--- src/rtl/ram_arbiter_pkg.sv ---
// ram_arbiter_pkg: FSM state encodings and port identifiers shared by the arbiter files.
package ram_arbiter_pkg;
  typedef enum logic [1:0] {
    ST_IDLE   = 2'd0,
    ST_ACCESS = 2'd1,
    ST_WAIT   = 2'd2,
    ST_ACK    = 2'd3
  } state_t;
  localparam logic PORT_A = 1'b0;
  localparam logic PORT_B = 1'b1;
endpackage

--- src/rtl/rr_pick2.sv ---
// rr_pick2: two-way round-robin winner select; the pointer names the port favoured on a tie.
module rr_pick2
  import ram_arbiter_pkg::*;
(
  input  logic i_a_req,
  input  logic i_b_req,
  input  logic i_ptr,
  output logic o_grant_valid,
  output logic o_grant_port
);
  assign o_grant_valid = i_a_req | i_b_req;
  assign o_grant_port  = (i_a_req & i_b_req) ? i_ptr : (i_b_req ? PORT_B : PORT_A);
endmodule

--- src/rtl/ram_arbiter.sv ---
// ram_arbiter: round-robin two-port sequencer in front of a single-port RAM with
// registered read; every output comes straight from a register.
module ram_arbiter
  import ram_arbiter_pkg::*;
#(
  parameter int DATA_WIDTH   = 32,
  parameter int ADDR_WIDTH   = 16,
  parameter int READ_LATENCY = 1
) (
  input  logic                  Clock,
  input  logic                  Reset,
  input  logic                  A_Req,
  input  logic                  A_Write,
  input  logic [ADDR_WIDTH-1:0] A_Address,
  input  logic [DATA_WIDTH-1:0] A_Write_Data,
  output logic                  A_Ack,
  output logic [DATA_WIDTH-1:0] A_Read_Data,
  input  logic                  B_Req,
  input  logic                  B_Write,
  input  logic [ADDR_WIDTH-1:0] B_Address,
  input  logic [DATA_WIDTH-1:0] B_Write_Data,
  output logic                  B_Ack,
  output logic [DATA_WIDTH-1:0] B_Read_Data,
  output logic [ADDR_WIDTH-1:0] Mem_Address,
  output logic [DATA_WIDTH-1:0] Mem_Write_Data,
  output logic                  Mem_Write,
  input  logic [DATA_WIDTH-1:0] Mem_Read_Data,
  output logic                  Busy
);
  localparam int CW = (READ_LATENCY > 1) ? $clog2(READ_LATENCY) : 1;

  state_t r_state, w_state;
  logic r_ptr, w_ptr, r_port, w_port, r_op, w_op, r_mwr, w_mwr;
  logic r_a_ack, r_b_ack, r_busy, w_gv, w_gp;
  logic [CW-1:0] r_cnt, w_cnt;
  logic [ADDR_WIDTH-1:0] r_addr, w_addr;
  logic [DATA_WIDTH-1:0] r_wdata, w_wdata, r_a_rd, w_a_rd, r_b_rd, w_b_rd;

  rr_pick2 u_pick (
    .i_a_req      (A_Req),
    .i_b_req      (B_Req),
    .i_ptr        (r_ptr),
    .o_grant_valid(w_gv),
    .o_grant_port (w_gp)
  );

  always_comb begin
    w_state = r_state;
    w_ptr   = r_ptr;
    w_port  = r_port;
    w_op    = r_op;
    w_cnt   = r_cnt;
    w_addr  = r_addr;
    w_wdata = r_wdata;
    w_mwr   = 1'b0;
    w_a_rd  = r_a_rd;
    w_b_rd  = r_b_rd;
    case (r_state)
      ST_IDLE: if (w_gv) begin
        w_state = ST_ACCESS;
        w_port  = w_gp;
        w_ptr   = ~w_gp;
        w_op    = w_gp ? B_Write : A_Write;
        w_addr  = w_gp ? B_Address : A_Address;
        w_wdata = w_gp ? B_Write_Data : A_Write_Data;
        w_mwr   = w_op;
      end
      ST_ACCESS: begin
        w_state = r_op ? ST_ACK : ST_WAIT;
        w_cnt   = CW'(READ_LATENCY - 1);
      end
      ST_WAIT: if (r_cnt == '0) begin
        w_state = ST_ACK;
        w_a_rd  = (r_port == PORT_A) ? Mem_Read_Data : r_a_rd;
        w_b_rd  = (r_port == PORT_B) ? Mem_Read_Data : r_b_rd;
      end else begin
        w_cnt = r_cnt - CW'(1);
      end
      ST_ACK: w_state = ST_IDLE;
    endcase
  end

  // Ack and Busy are registered from the next state so they line up with the state itself.
  always_ff @(posedge Clock) begin
    if (!Reset) begin
      r_state <= ST_IDLE;
      r_ptr   <= PORT_A;
      r_port  <= PORT_A;
      r_op    <= 1'b0;
      r_cnt   <= '0;
      r_addr  <= '0;
      r_wdata <= '0;
      r_mwr   <= 1'b0;
      r_a_rd  <= '0;
      r_b_rd  <= '0;
      r_a_ack <= 1'b0;
      r_b_ack <= 1'b0;
      r_busy  <= 1'b0;
    end else begin
      r_state <= w_state;
      r_ptr   <= w_ptr;
      r_port  <= w_port;
      r_op    <= w_op;
      r_cnt   <= w_cnt;
      r_addr  <= w_addr;
      r_wdata <= w_wdata;
      r_mwr   <= w_mwr;
      r_a_rd  <= w_a_rd;
      r_b_rd  <= w_b_rd;
      r_a_ack <= (w_state == ST_ACK) && (w_port == PORT_A);
      r_b_ack <= (w_state == ST_ACK) && (w_port == PORT_B);
      r_busy  <= (w_state != ST_IDLE);
    end
  end

  assign A_Ack          = r_a_ack;
  assign B_Ack          = r_b_ack;
  assign A_Read_Data    = r_a_rd;
  assign B_Read_Data    = r_b_rd;
  assign Mem_Address    = r_addr;
  assign Mem_Write_Data = r_wdata;
  assign Mem_Write      = r_mwr;
  assign Busy           = r_busy;
endmodule

--- config.mk ---
export PLATFORM = sky130hd
export DESIGN_NAME = ram_arbiter
export DESIGN_NICKNAME = d
export VERILOG_FILES = /design/src/rtl/ram_arbiter_pkg.sv /design/src/rtl/rr_pick2.sv /design/src/rtl/ram_arbiter.sv
export SDC_FILE = /design/constraint.sdc
export NUM_CORES = 1
export LEC_CHECK = 0
export ABC_AREA = 1
export BUFFER_PORTS_ARGS = -buffer_cell sky130_fd_sc_hd__buf_2
export CORE_MARGIN = 8
export CORE_UTILIZATION = 30
export DETAILED_ROUTE_END_ITERATION = 7
export GPL_TIMING_DRIVEN = 0
export HOLD_SLACK_MARGIN = 0.02
export PLACE_DENSITY = 0.54
export REMOVE_ABC_BUFFERS = 1
export SYNTH_ARGS = -nofsm -noshare
export SYNTH_HDL_FRONTEND = slang
export SYNTH_SLANG_ARGS = --single-unit
--- constraint.sdc ---
create_clock -name Clock -period 1.3 [get_ports Clock]
set_input_delay 0.26 -clock Clock [delete_from_list [all_inputs] [get_ports Clock]]
set_output_delay 0.26 -clock Clock [all_outputs]
set_load 0.1 [all_outputs]
==> reports/qor.txt, run 1 <==
RUN STATUS
--------------------------------------------------------------------------------
Outcome ........................................................... finished, violations left
Failing checks .................................................... negative setup slack

GLOBAL ROUTE
--------------------------------------------------------------------------------
Vias in the first global route ....................................         5737
First-pass GRT wire length ........................................      31.4 mm
Global-route usage over all layers ................................        18.3%
Number of antenna violations at the first check in global routing .            0
Pin count of the biggest net entering global routing ..............           95
Global route overflow .............................................            0

LAYOUT
--------------------------------------------------------------------------------
Final core occ ....................................................        58.1%
FF+latch area .....................................................     2470 µm²
Share of cells above drive strength 1 .............................        52.7%
Multi-input logic area ............................................     3110 µm²
Final Instance Count excl. Fillers ................................         1240
Antenna Diode Count ...............................................            0
P&R area growth vs syn ............................................        92.7%
Final #Nets .......................................................         1140
Layout filler cell count ..........................................         1483

ROUTE
--------------------------------------------------------------------------------
Residual DRC count ................................................            0
Router iterations before antenna repair ...........................            6
Vias post-DR ......................................................         5829
Final WL ..........................................................      21.1 mm
Initial detailed-routing violation count ..........................          218
Via-per-instance ratio ............................................         4.70
Residual antenna-violating net count after detailed routing .......            0
Final routed wire length divided by cell count ....................      17.0 µm

CTS
--------------------------------------------------------------------------------
Number of H-tree levels ...........................................            4
Clock buffer depth ................................................            2
CTS Sinks .........................................................          121
Library cell used as clock root buffer ............................    clkbuf_16
Clock transition at path regs .....................................      0.06 ns
Clock tree from TritonCTS .........................................          yes
Worst-skew pair later-pin latency .................................      0.41 ns
Number of CTS-inserted buffers ....................................           17

CRITICAL PATH
--------------------------------------------------------------------------------
Worst Setup Start Kind ............................................    flip-flop
CP Data Required Time .............................................      1.62 ns
Setup CP Type ..................................................... flip-flop to flip-flop
Worst endpoint data arrival time ..................................      1.79 ns
FF-to-FF path depth ...............................................           10
CP Capture Type ...................................................    flip-flop
Maximum fanout along the worst path ...............................            7

YOSYS
--------------------------------------------------------------------------------
Cell taking the most area after synthesis .........................      dfxtp_1
Cell Area, Synth ..................................................     5130 µm²
Top cells by area in the synthesized netlist ...................... dfxtp_1, nor2_1, o21ai_0
Yosys cell types ..................................................           22
Sequential fraction of the synthesis area .........................        47.3%
Synth warn ........................................................            0
#FFs+latches synth ................................................          121
Syn avg cell area .................................................     7.11 µm²
Gate Count Post-Synth .............................................          721
Area share of the leading cell type in the synthesized netlist ....        47.3%

FLOORPLAN
--------------------------------------------------------------------------------
Count of pins on the block boundary ...............................          250
Die height ........................................................       147 µm
Core area .........................................................    17000 µm²
Initial core utilization ..........................................        30.2%
Die Footprint .....................................................    21500 µm²
Die width .........................................................       147 µm
Number of core rows ...............................................           48

STA
--------------------------------------------------------------------------------
Final Max Tran Viols ..............................................            0
Setup WS post-layout ..............................................    -0.177 ns
Worst max-slew margin expressed relative to the limit .............        54.8%
Setup Viol. Count Final ...........................................          118
Worst-Margin Slew .................................................     0.679 ns
Crit share post-route .............................................         114%
Final sum of negative setup slack .................................    -11.90 ns
Clock Skew ........................................................   0.00468 ns
Number of failing hold endpoints at the final stage ...............            0
Setup repair after global routing missed its margin ...............          yes
Highest clock rate ................................................      677 MHz
Tmin final ........................................................      1.48 ns

WORST HOLD PATH
--------------------------------------------------------------------------------
Cells on Worst Hold Path ..........................................            3
Type of the tightest min-delay check .............................. primary input to flip-flop

PWR
--------------------------------------------------------------------------------
Largest vdd supply drop ...........................................    0.00143 V
Total power consumption of the routed design ......................      29.8 mW
Standby leakage power .............................................      4.39 nW
Power density relative to cell area ...............................  3020 nW/µm²

PLACE
--------------------------------------------------------------------------------
Worst slack after detailed placement ..............................     -1.55 ns
Count of buffers from port buffering ..............................          249
Number of cells in the design after placement .....................         1146
Final estimated routing congestion in global placement ............        0.745
HPWL after detailed placement .....................................      11.8 mm

RUN
--------------------------------------------------------------------------------
Max_cap viols .....................................................            0

==> worst paths after layout <==
kind	start	to	slack (ns)
max	r_state[0]$_SDFF_PN0_	Mem_Address[9]$_SDFFE_PN0P_	-0.18
min reg2reg	r_op$_SDFFE_PN0P_	r_op$_SDFFE_PN0P_	0.47
min	Mem_Read_Data[4]	A_Read_Data[4]$_SDFFE_PN0P_	0.08
max reg2reg	r_state[0]$_SDFF_PN0_	Mem_Address[9]$_SDFFE_PN0P_	-0.18
==> layer usage <==
| layer | share of wire (%) | wire [µm] | track usage, % | vias to the layer above |
|---|---|---|---|---|
| li1 | - | - | - | 2888 |
| met1 | 42 | 8930 | 22.7 | 2674 |
| met2 | 47 | 9880 | 28.4 | 239 |
| met3 | 9.1 | 1930 | 7.20 | 28 |
| met4 | 1.5 | 318 | 6.13 | 0 |
| met5 | 0 | 0 | 0 | - |
==> cell usage after synthesis (all sizes together) <==
cell / count
a21boi: 25
buf: 29
nor2: 187
o21ai: 91
nand2: 83
dfxtp: 121
clkinv: 1
nand4: 1
nand3: 75
a21oi: 24
ha: 4
inv: 57
clkbuf: 22
nand3b: 1
==> cell families after synthesis <==
family / count (synthesis) / share of synthesized area, %
and+or+nand+nor: 347 / 27.7
adders and majority gates: 4 / 0.976
AOI/OAI and AO/OA: 140 / 15.0
DFF: 121 / 47.3
buffers and inverters: 109 / 9.08
==> critical path: stages (launching register included) <==
cell and delay (ns):
dfxtp_2 0.36, inv_4 0.06, ha_4 0.16, buf_4 0.13
buf_6 0.11, buf_6 0.12, o21ai_4 0.11, buf_4 0.17
a21oi_2 0.05, nand2_2 0.07, inv_1 0.03
==> power breakdown <==
group | total [mW] | internal, mW | switching (mW) | leakage, nW
Combinational | 19.4 | 6.52 | 12.9 | 3.12
Clock | 4.42 | 2.62 | 1.79 | 0.265
Sequential | 6.02 | 4.97 | 1.05 | 1.01
Total | 29.8 | 14.1 | 15.7 | 4.39
==> registers in the layout, summed over array words and instances (netlist names) <==
name,flops
Mem_Write,1
Mem_Write_Data,32
r_op,1
B_Ack,1
Mem_Address,16
r_ptr,1
Busy,1
r_state,2
B_Read_Data,32
r_port,1
A_Read_Data,32
A_Ack,1
==> layout by cell type, fill, tap and decap left out, types with 4 or more instances in the layout <==
cell / Yosys / routed
a21boi_0: 20 / 20
a21boi_1: 5 / 5
a21oi_1: 24 / 6
a21oi_2: 0 / 16
buf_12: 0 / 59
buf_2: 21 / 131
buf_4: 6 / 22
buf_6: 1 / 62
buf_8: 0 / 24
clkbuf_16: 0 / 18
clkinv_2: 0 / 5
clkinv_4: 0 / 4
clkinvlp_4: 0 / 9
dfxtp_1: 121 / 86
dfxtp_2: 0 / 34
inv_1: 57 / 45
inv_2: 0 / 6
nand2_1: 83 / 60
nand2_2: 0 / 14
nand2_4: 0 / 8
nand3_1: 75 / 59
nand3_2: 0 / 9
nand3_4: 0 / 7
nor2_1: 185 / 117
nor2_2: 1 / 32
nor2_4: 0 / 40
o21ai_0: 84 / 56
o21ai_1: 6 / 23
o21ai_2: 1 / 11
==> final cells by class <==
type / count / area share [%]
Clock buffer: 17 / 4.31
Clock inverter: 15 / 1.30
Inverter: 58 / 2.44
Multi-Input combinational cell: 498 / 31.5
Sequential cell: 121 / 25.0
Tap cell: 225 / 2.85
Timing Repair Buffer: 304 / 32.4
Timing Repair inverter: 2 / 0.152
==> timing repair <==
action,in CTS,in global routing
gates cloned,12,2
hold buffers,0,0
gates resized for setup,361,293
setup endpoints to repair,236,165
setup buffers,33,19
pin swaps,39,48
==> metrics by stage <==
step | instance area, µm² | hold WS [ns]
after global routing | 9880 | 0.0833
after detailed placement | 6460 | 0.468
after floorplan | 4880 | 0.371
final | 9880 | 0.0801
after global placement | 6410 | 0.444
after CTS | 8690 | 0.0571
(Power assumes the default switching activity.)
==> run 2, diff against run 1 <==
- PLACE_DENSITY: 0.54 -> 0.52
- clock period: 1.3 -> 1.7 ns (I/O delays scaled with it)
==> run 2 against run 1 <==
- the flow now finishes without violations
- hold slack improved by 0.082 ns
- first-iteration DRC count down 6.9%
- via count down 7.1%
- fmax down 7.2%
- clock skew is 0.0027 ns higher
- sequential share of layout area is 7.7 points higher
- non-clock buffer count fell by 35
- critical path depth decreased by 1
- critical endpoint is now A_Read_Data[11]$_SDFFE_PN0P_
- largest cell class is now sequential cells
- highest routed layer is now met5
==> reports/qor.txt, run 2 (synthesized netlist as in run 1, its figures left out) <==
CRITICAL PATH
--------------------------------------------------------------------------------
Worst endpoint data arrival time ..................................      1.90 ns   +0.11 ns
Cells traversed along the worst timing path ....................... inv_2 -> ha_4 -> inv_1 -> nor2_4 -> buf_12 -> clkinvlp_4 -> buf_12 -> nor2_1 -> nor2_1
Crit-path slowest cell ............................................      dfxtp_1
CP Data Required Time .............................................      2.01 ns   +0.39 ns
Number of gates on the worst path with buffers counted ............            9   -1
Stage delay of the slowest cell on the critical path ..............      0.32 ns   -0.04 ns
FF-to-FF path depth ...............................................            9   -1
Endpoint of the lowest-slack register-to-register path ............ A_Read_Data[11]$_SDFFE_PN0P_
Worst Path Buf+Inv ................................................            5   -1
Maximum fanout along the worst path ...............................           19   +12
Cell family with the largest share of critical-path delay ......... buffers and inverters
R2R Setup Slk .....................................................      0.11 ns   +0.29 ns
Setup CP Type ..................................................... flip-flop to flip-flop
Worst Setup Start Kind ............................................    flip-flop
Critical path startpoint .......................................... r_state[0]$_SDFF_PN0_
CP Capture Type ...................................................    flip-flop
Startpoint of the worst-slack reg-to-reg timing path .............. r_state[0]$_SDFF_PN0_

CTS
--------------------------------------------------------------------------------
Clock tree from TritonCTS .........................................          yes
Clock transition at path regs .....................................      0.06 ns   about the same
CTS Sinks .........................................................          121   unchanged
Library cell used as clock root buffer ............................    clkbuf_16
Worst-skew pair later-pin latency .................................      0.41 ns   about the same
Hold buffers post-CTS .............................................            0   unchanged
Number of H-tree levels ...........................................            4   unchanged
Number of CTS-inserted buffers ....................................           17   unchanged
Clock buffer depth ................................................            2   unchanged

STA
--------------------------------------------------------------------------------
Crit share post-route .............................................        93.6%   -20 points
Worst max-slew margin expressed relative to the limit .............        42.9%   -12 points
Worst-Margin Slew .................................................     0.857 ns   +0.179 ns
Setup WS post-layout ..............................................     0.108 ns   +0.285 ns
WHS ...............................................................     0.163 ns   +0.0824 ns
Number of failing hold endpoints at the final stage ...............            0   unchanged
Tmin final ........................................................      1.59 ns   +0.115 ns
Final Max Tran Viols ..............................................            0   unchanged
Highest clock rate ................................................      628 MHz   -7.2%
Setup Viol. Count Final ...........................................            0   -100%
Clock Skew ........................................................   0.00740 ns   +0.00272 ns

WORST HOLD PATH
--------------------------------------------------------------------------------
Type of the tightest min-delay check .............................. primary input to flip-flop
Worst Hold End .................................................... A_Read_Data[28]$_SDFFE_PN0P_
Hold path startpoint .............................................. Mem_Read_Data[28]
Cells on Worst Hold Path ..........................................            3   unchanged

GLOBAL ROUTE
--------------------------------------------------------------------------------
First-pass GRT wire length ........................................      28.6 mm   -8.7%
Global route overflow .............................................            0   unchanged
Global-route usage over all layers ................................        16.7%   -1.7 points
Vias in the first global route ....................................         5213   -9.1%
Number of antenna violations at the first check in global routing .            1   +1
Pin count of the biggest net entering global routing ..............           95   unchanged

LAYOUT
--------------------------------------------------------------------------------
Most common cell after layout, fill and taps aside ................        buf_2
Share of cells above drive strength 1 .............................        32.8%   -20 points
Antenna Diode Count ...............................................            0   unchanged
Final Instance Area ...............................................     7420 µm²   -25%
Final #Nets .......................................................         1101   -3.4%
Leading cell types in the layout, fill and taps excluded .......... buf_2, nor2_1, dfxtp_1
P&R area growth vs syn ............................................        44.7%

ROUTE
--------------------------------------------------------------------------------
Routed met2 length ................................................      7.95 mm   -20%
Residual DRC count ................................................            0   unchanged
Final WL ..........................................................      18.2 mm   -13%
Residual antenna-violating net count after detailed routing .......            0   unchanged
Final routed wire length divided by cell count ....................      15.2 µm   -11%
Max Used Layer ....................................................         met5
Vias post-DR ......................................................         5413   -7.1%
Initial detailed-routing violation count ..........................          203   -6.9%
Via-per-instance ratio ............................................         4.51   -4.1%
Met3 wirelength from detailed routing .............................      1.86 mm   -3.4%
Router iterations before antenna repair ...........................            4   -2
Routed metal-1 wirelength .........................................      8.19 mm   -8.3%

RUN STATUS
--------------------------------------------------------------------------------
Outcome ...........................................................    completed

FLOORPLAN
--------------------------------------------------------------------------------
Core area .........................................................    17000 µm²   unchanged
Initial core utilization ..........................................        30.2%   unchanged
Number of core rows ...............................................           48   unchanged
Count of pins on the block boundary ...............................          250   unchanged
Die width .........................................................       147 µm   unchanged
Die height ........................................................       147 µm   unchanged
Die Footprint .....................................................    21500 µm²   unchanged

PLACE
--------------------------------------------------------------------------------
Count of buffers from port buffering ..............................          249   unchanged
HPWL after detailed placement .....................................      11.9 mm   +1.1%
Worst slack after detailed placement ..............................     -1.27 ns   +0.282 ns
Final estimated routing congestion in global placement ............        0.769   +3.2%
Post-place instance area ..........................................     6450 µm²   -0.19%

RUN
--------------------------------------------------------------------------------
Max_cap viols .....................................................            0   unchanged

run 2: area by class of cell:
class                      instances  area (µm²)
timing repair buffer             269        1520
sequential                       121        2420
clock inverter                    14         171
timing repair inverter             2        15.0
multi-input combinational        494        2340
clock buffer                      18         439
tap                              225         282
inverter                          58         231
fill                            1829        9580
run 2: routing by layer:
layer | GRT usage (%) | up-vias
li1 | - | 2793
met3 | 8.15 | 20
met2 | 25.5 | 208
met1 | 20.4 | 2390
met5 | 0 | -
met4 | 4.64 | 2
run 2: how the worst max path moves through the flow:
stage,endpoint,slack [ns]
after floorplan,Mem_Address[0]$_SDFFE_PN0P_,-0.91
after global placement,A_Read_Data[11]$_SDFFE_PN0P_,-2.58
after detailed placement,Mem_Address[13]$_SDFFE_PN0P_,-1.27
after CTS,Mem_Write_Data[26]$_SDFFE_PN0P_,-0.03
after global routing,A_Read_Data[22]$_SDFFE_PN0P_,-0.005
final,A_Read_Data[11]$_SDFFE_PN0P_,0.11
run 2: timing repair:
| item | in CTS | in global routing |
|---|---|---|
| gates cloned | 5 | 0 |
| pin swaps | 5 | 1 |
| gates resized for setup | 13 | 10 |
| buffers inserted | 15 | 3 |
| setup endpoints to repair | 120 | 115 |
run 2: stage by stage:
| step | util (%) | cells | setup TNS (ns) |
|---|---|---|---|
| 5_1_grt | 43.6 | 1201 | -0.00509 |
| 4_1_cts | 43.2 | 1198 | -0.308 |
| 2_1_floorplan | - | 670 | -53.64 |
| 3_3_place_gp | 37.7 | 1144 | -208.15 |
| 3_5_place_dp | 37.9 | 1146 | -118.59 |
| 6_report | 43.6 | 1201 | 0 |
run 2: worst reg2reg max path: cells and delay by family, from the launching register on:
| family | cells | cell delay (ns) |
|---|---|---|
| simple gates | 3 | 0.34 |
| buf+inv | 5 | 0.64 |
| flops | 1 | 0.32 |
| fa+ha+maj | 1 | 0.19 |
Power of run 2 is left out: the tool's default activity adds up to more than one toggle a clock period on the data nets, which glitch-free logic cannot reach.
==> run 3, diff against run 2 <==
- CORE_ASPECT_RATIO: unset -> 0.6
==> run 3 against run 2 <==
- design area fell by 0.86%
- critical path type unchanged
- utilization fell by 0.24 points
- register-to-register slack improved by 0.04 ns
==> reports/qor.txt, run 3 (synthesized netlist as in run 1, its figures left out) <==
CRITICAL PATH
--------------------------------------------------------------------------------
Crit-path slowest cell ............................................      dfxtp_1
Setup CP Type ..................................................... flip-flop to flip-flop
Startpoint of the worst-slack reg-to-reg timing path .............. r_state[1]$_SDFF_PN0_
Worst Path Buf+Inv ................................................            4   -1
FF-to-FF path depth ...............................................            9   unchanged
Cells traversed along the worst timing path ....................... inv_1 -> ha_4 -> clkinvlp_4 -> buf_12 -> nor2_4 -> buf_12 -> nand2_1 -> nor2_1 -> nor2_1
Capture point of the critical path ................................ Mem_Write_Data[28]$_SDFFE_PN0P_
Endpoint of the lowest-slack register-to-register path ............ Mem_Write_Data[28]$_SDFFE_PN0P_
CP Data Required Time .............................................      1.99 ns   -0.02 ns
Number of gates on the worst path with buffers counted ............            9   unchanged
Stage delay of the slowest cell on the critical path ..............      0.33 ns   about the same
Worst Setup Start Kind ............................................    flip-flop
Maximum fanout along the worst path ...............................           17   -2
R2R Setup Slk .....................................................      0.15 ns   +0.04 ns
Critical path startpoint .......................................... r_state[1]$_SDFF_PN0_
Worst endpoint data arrival time ..................................      1.84 ns   -0.06 ns
CP Capture Type ...................................................    flip-flop
Cell family with the largest share of critical-path delay ......... buffers and inverters

ROUTE
--------------------------------------------------------------------------------
Via-per-instance ratio ............................................         4.45   -1.2%
Final routed wire length divided by cell count ....................      15.7 µm   +3.2%
Initial detailed-routing violation count ..........................          255   +26%
Final WL ..........................................................      19.0 mm   +4.0%
Residual antenna-violating net count after detailed routing .......            0   unchanged
Residual DRC count ................................................            0   unchanged
Router iterations before antenna repair ...........................            4   unchanged
Vias post-DR ......................................................         5395   -0.33%

PWR
--------------------------------------------------------------------------------
Standby leakage power .............................................      3.77 nW
Largest vdd supply drop ...........................................    0.00114 V
Total power consumption of the routed design ......................      18.6 mW
Power density relative to cell area ...............................  2530 nW/µm²

PLACE
--------------------------------------------------------------------------------
HPWL after detailed placement .....................................      12.2 mm   +3.0%
Final estimated routing congestion in global placement ............        0.832   +8.3%
Number of cells in the design after placement .....................         1155   +0.79%
Count of buffers from port buffering ..............................          249   unchanged
Post-place instance area ..........................................     6460 µm²   +0.17%

STA
--------------------------------------------------------------------------------
Highest clock rate ................................................      646 MHz   +2.9%
Clock Skew ........................................................    0.0164 ns   +0.00896 ns
Setup repair after global routing missed its margin ...............           no
Worst max-slew margin expressed relative to the limit .............        42.2%   -0.70 points
Final Max Tran Viols ..............................................            0   unchanged
Crit share post-route .............................................        91.0%   -2.6 points
Tmin final ........................................................      1.55 ns   -0.0445 ns
Worst-Margin Slew .................................................     0.868 ns   +0.0105 ns
Final sum of negative setup slack .................................         0 ns   unchanged
Setup Viol. Count Final ...........................................            0   unchanged
Number of failing hold endpoints at the final stage ...............            0   unchanged

FLOORPLAN
--------------------------------------------------------------------------------
Die Footprint .....................................................    21700 µm²   +0.63%
Die width .........................................................       185 µm   +26%
Die height ........................................................       117 µm   -20%
Initial core utilization ..........................................        30.3%   +0.094 points
Count of pins on the block boundary ...............................          250   unchanged
Core area .........................................................    16900 µm²   -0.31%
Number of core rows ...............................................           37   -23%

CTS
--------------------------------------------------------------------------------
Clock transition at path regs .....................................      0.06 ns   about the same
Library cell used as clock root buffer ............................    clkbuf_16
Number of H-tree levels ...........................................            4   unchanged
Worst-skew pair later-pin latency .................................      0.41 ns   about the same
Number of CTS-inserted buffers ....................................           17   unchanged
Clock buffer depth ................................................            2   unchanged
Clock tree from TritonCTS .........................................          yes
CTS Sinks .........................................................          121   unchanged

LAYOUT
--------------------------------------------------------------------------------
Share of cells above drive strength 1 .............................        32.9%   +0.069 points
Leading cell types in the layout, fill and taps excluded .......... buf_2, nor2_1, dfxtp_1
Final Instance Count excl. Fillers ................................         1211   +0.83%
Multi-input logic area ............................................     2340 µm²   unchanged
FF+latch area .....................................................     2420 µm²   unchanged
P&R area growth vs syn ............................................        43.4%
Final Instance Area ...............................................     7350 µm²   -0.86%
Final #Nets .......................................................         1103   +0.18%
Antenna Diode Count ...............................................            0   unchanged
Layout filler cell count ..........................................         1808   -1.1%
Most common cell after layout, fill and taps aside ................        buf_2

GLOBAL ROUTE
--------------------------------------------------------------------------------
First-pass GRT wire length ........................................      28.5 mm   -0.56%
Number of antenna violations at the first check in global routing .            2   +1
Pin count of the biggest net entering global routing ..............           95   unchanged
Global-route usage over all layers ................................        16.8%   +0.11 points
Vias in the first global route ....................................         5033   -3.5%
Global route overflow .............................................            0   unchanged

WORST HOLD PATH
--------------------------------------------------------------------------------
Type of the tightest min-delay check .............................. primary input to flip-flop
Hold path startpoint .............................................. Mem_Read_Data[18]

RUN
--------------------------------------------------------------------------------
Max_cap viols .....................................................            0   unchanged

RUN STATUS
--------------------------------------------------------------------------------
Outcome ...........................................................    completed

-- run 3: cell types whose count changed in the layout (fill, tap and decap cells not counted), sizes merged --
cell,before,now
bufinv,3,1
clkinv,6,9
buf,269,271
clkinvlp,8,6
-- run 3: layout make-up --
cell class                 instances  share of cell area, %
sequential                       121                   32.9
multi-input combinational        494                   31.8
timing repair buffer             271                   20.3
clock buffer                      18                   5.97
tap                              234                   3.98
inverter                          58                   3.18
clock inverter                    13                   1.65
timing repair inverter             2                  0.204
-- run 3: repair_timing --
item	CTS	global route
setup buffers	20	0
cloned	5	0
setup endpoints to repair	120	109
pin swaps	5	1
resized for setup	15	7
hold buffers	0	0
-- run 3: power breakdown --
| part | internal (mW) | total [mW] | switching, mW |
|---|---|---|---|
| clock network | 2.06 | 3.46 | 1.40 |
| logic | 2.07 | 11.0 | 8.89 |
| registers | 3.74 | 4.15 | 0.401 |
| total | 7.87 | 18.6 | 10.7 |
-- run 3: tightest hold or removal path: stages --
cell and delay [ns]:
buf_2 0.08, nor2_1 0.04, nor2_1 0.08
-- run 3: layer usage --
metal	vias up	wire length, µm	GRT usage [%]
met5	-	23	0
met4	4	95	3.34
met3	16	1530	5.64
met2	172	7960	25.4
met1	2402	9350	23.0
li1	2801	-	-
-- run 3: metrics by stage --
stage | worst slack (ns) | hold WS (ns) | util, %
floorplan | -0.910 | 0.427 | -
global placement | -2.47 | 0.448 | 37.9
detailed placement | -1.32 | 0.469 | 38.1
CTS | 0.0192 | 0.154 | 43.2
global route | 0.0119 | 0.161 | 43.4
finish | 0.153 | 0.176 | 43.4
-- run 3: how the worst min path moves through the flow --
stage | depth (start not counted) | slack [ns] | end
2_1_floorplan | 2 | 0.43 | r_ptr$_SDFFE_PN0P_
3_3_place_gp | 2 | 0.45 | r_ptr$_SDFFE_PN0P_
3_5_place_dp | 2 | 0.47 | B_Read_Data[16]$_SDFFE_PN0P_
4_1_cts | 3 | 0.15 | A_Read_Data[18]$_SDFFE_PN0P_
5_1_grt | 3 | 0.16 | A_Read_Data[6]$_SDFFE_PN0P_
6_report | 3 | 0.18 | A_Read_Data[18]$_SDFFE_PN0P_
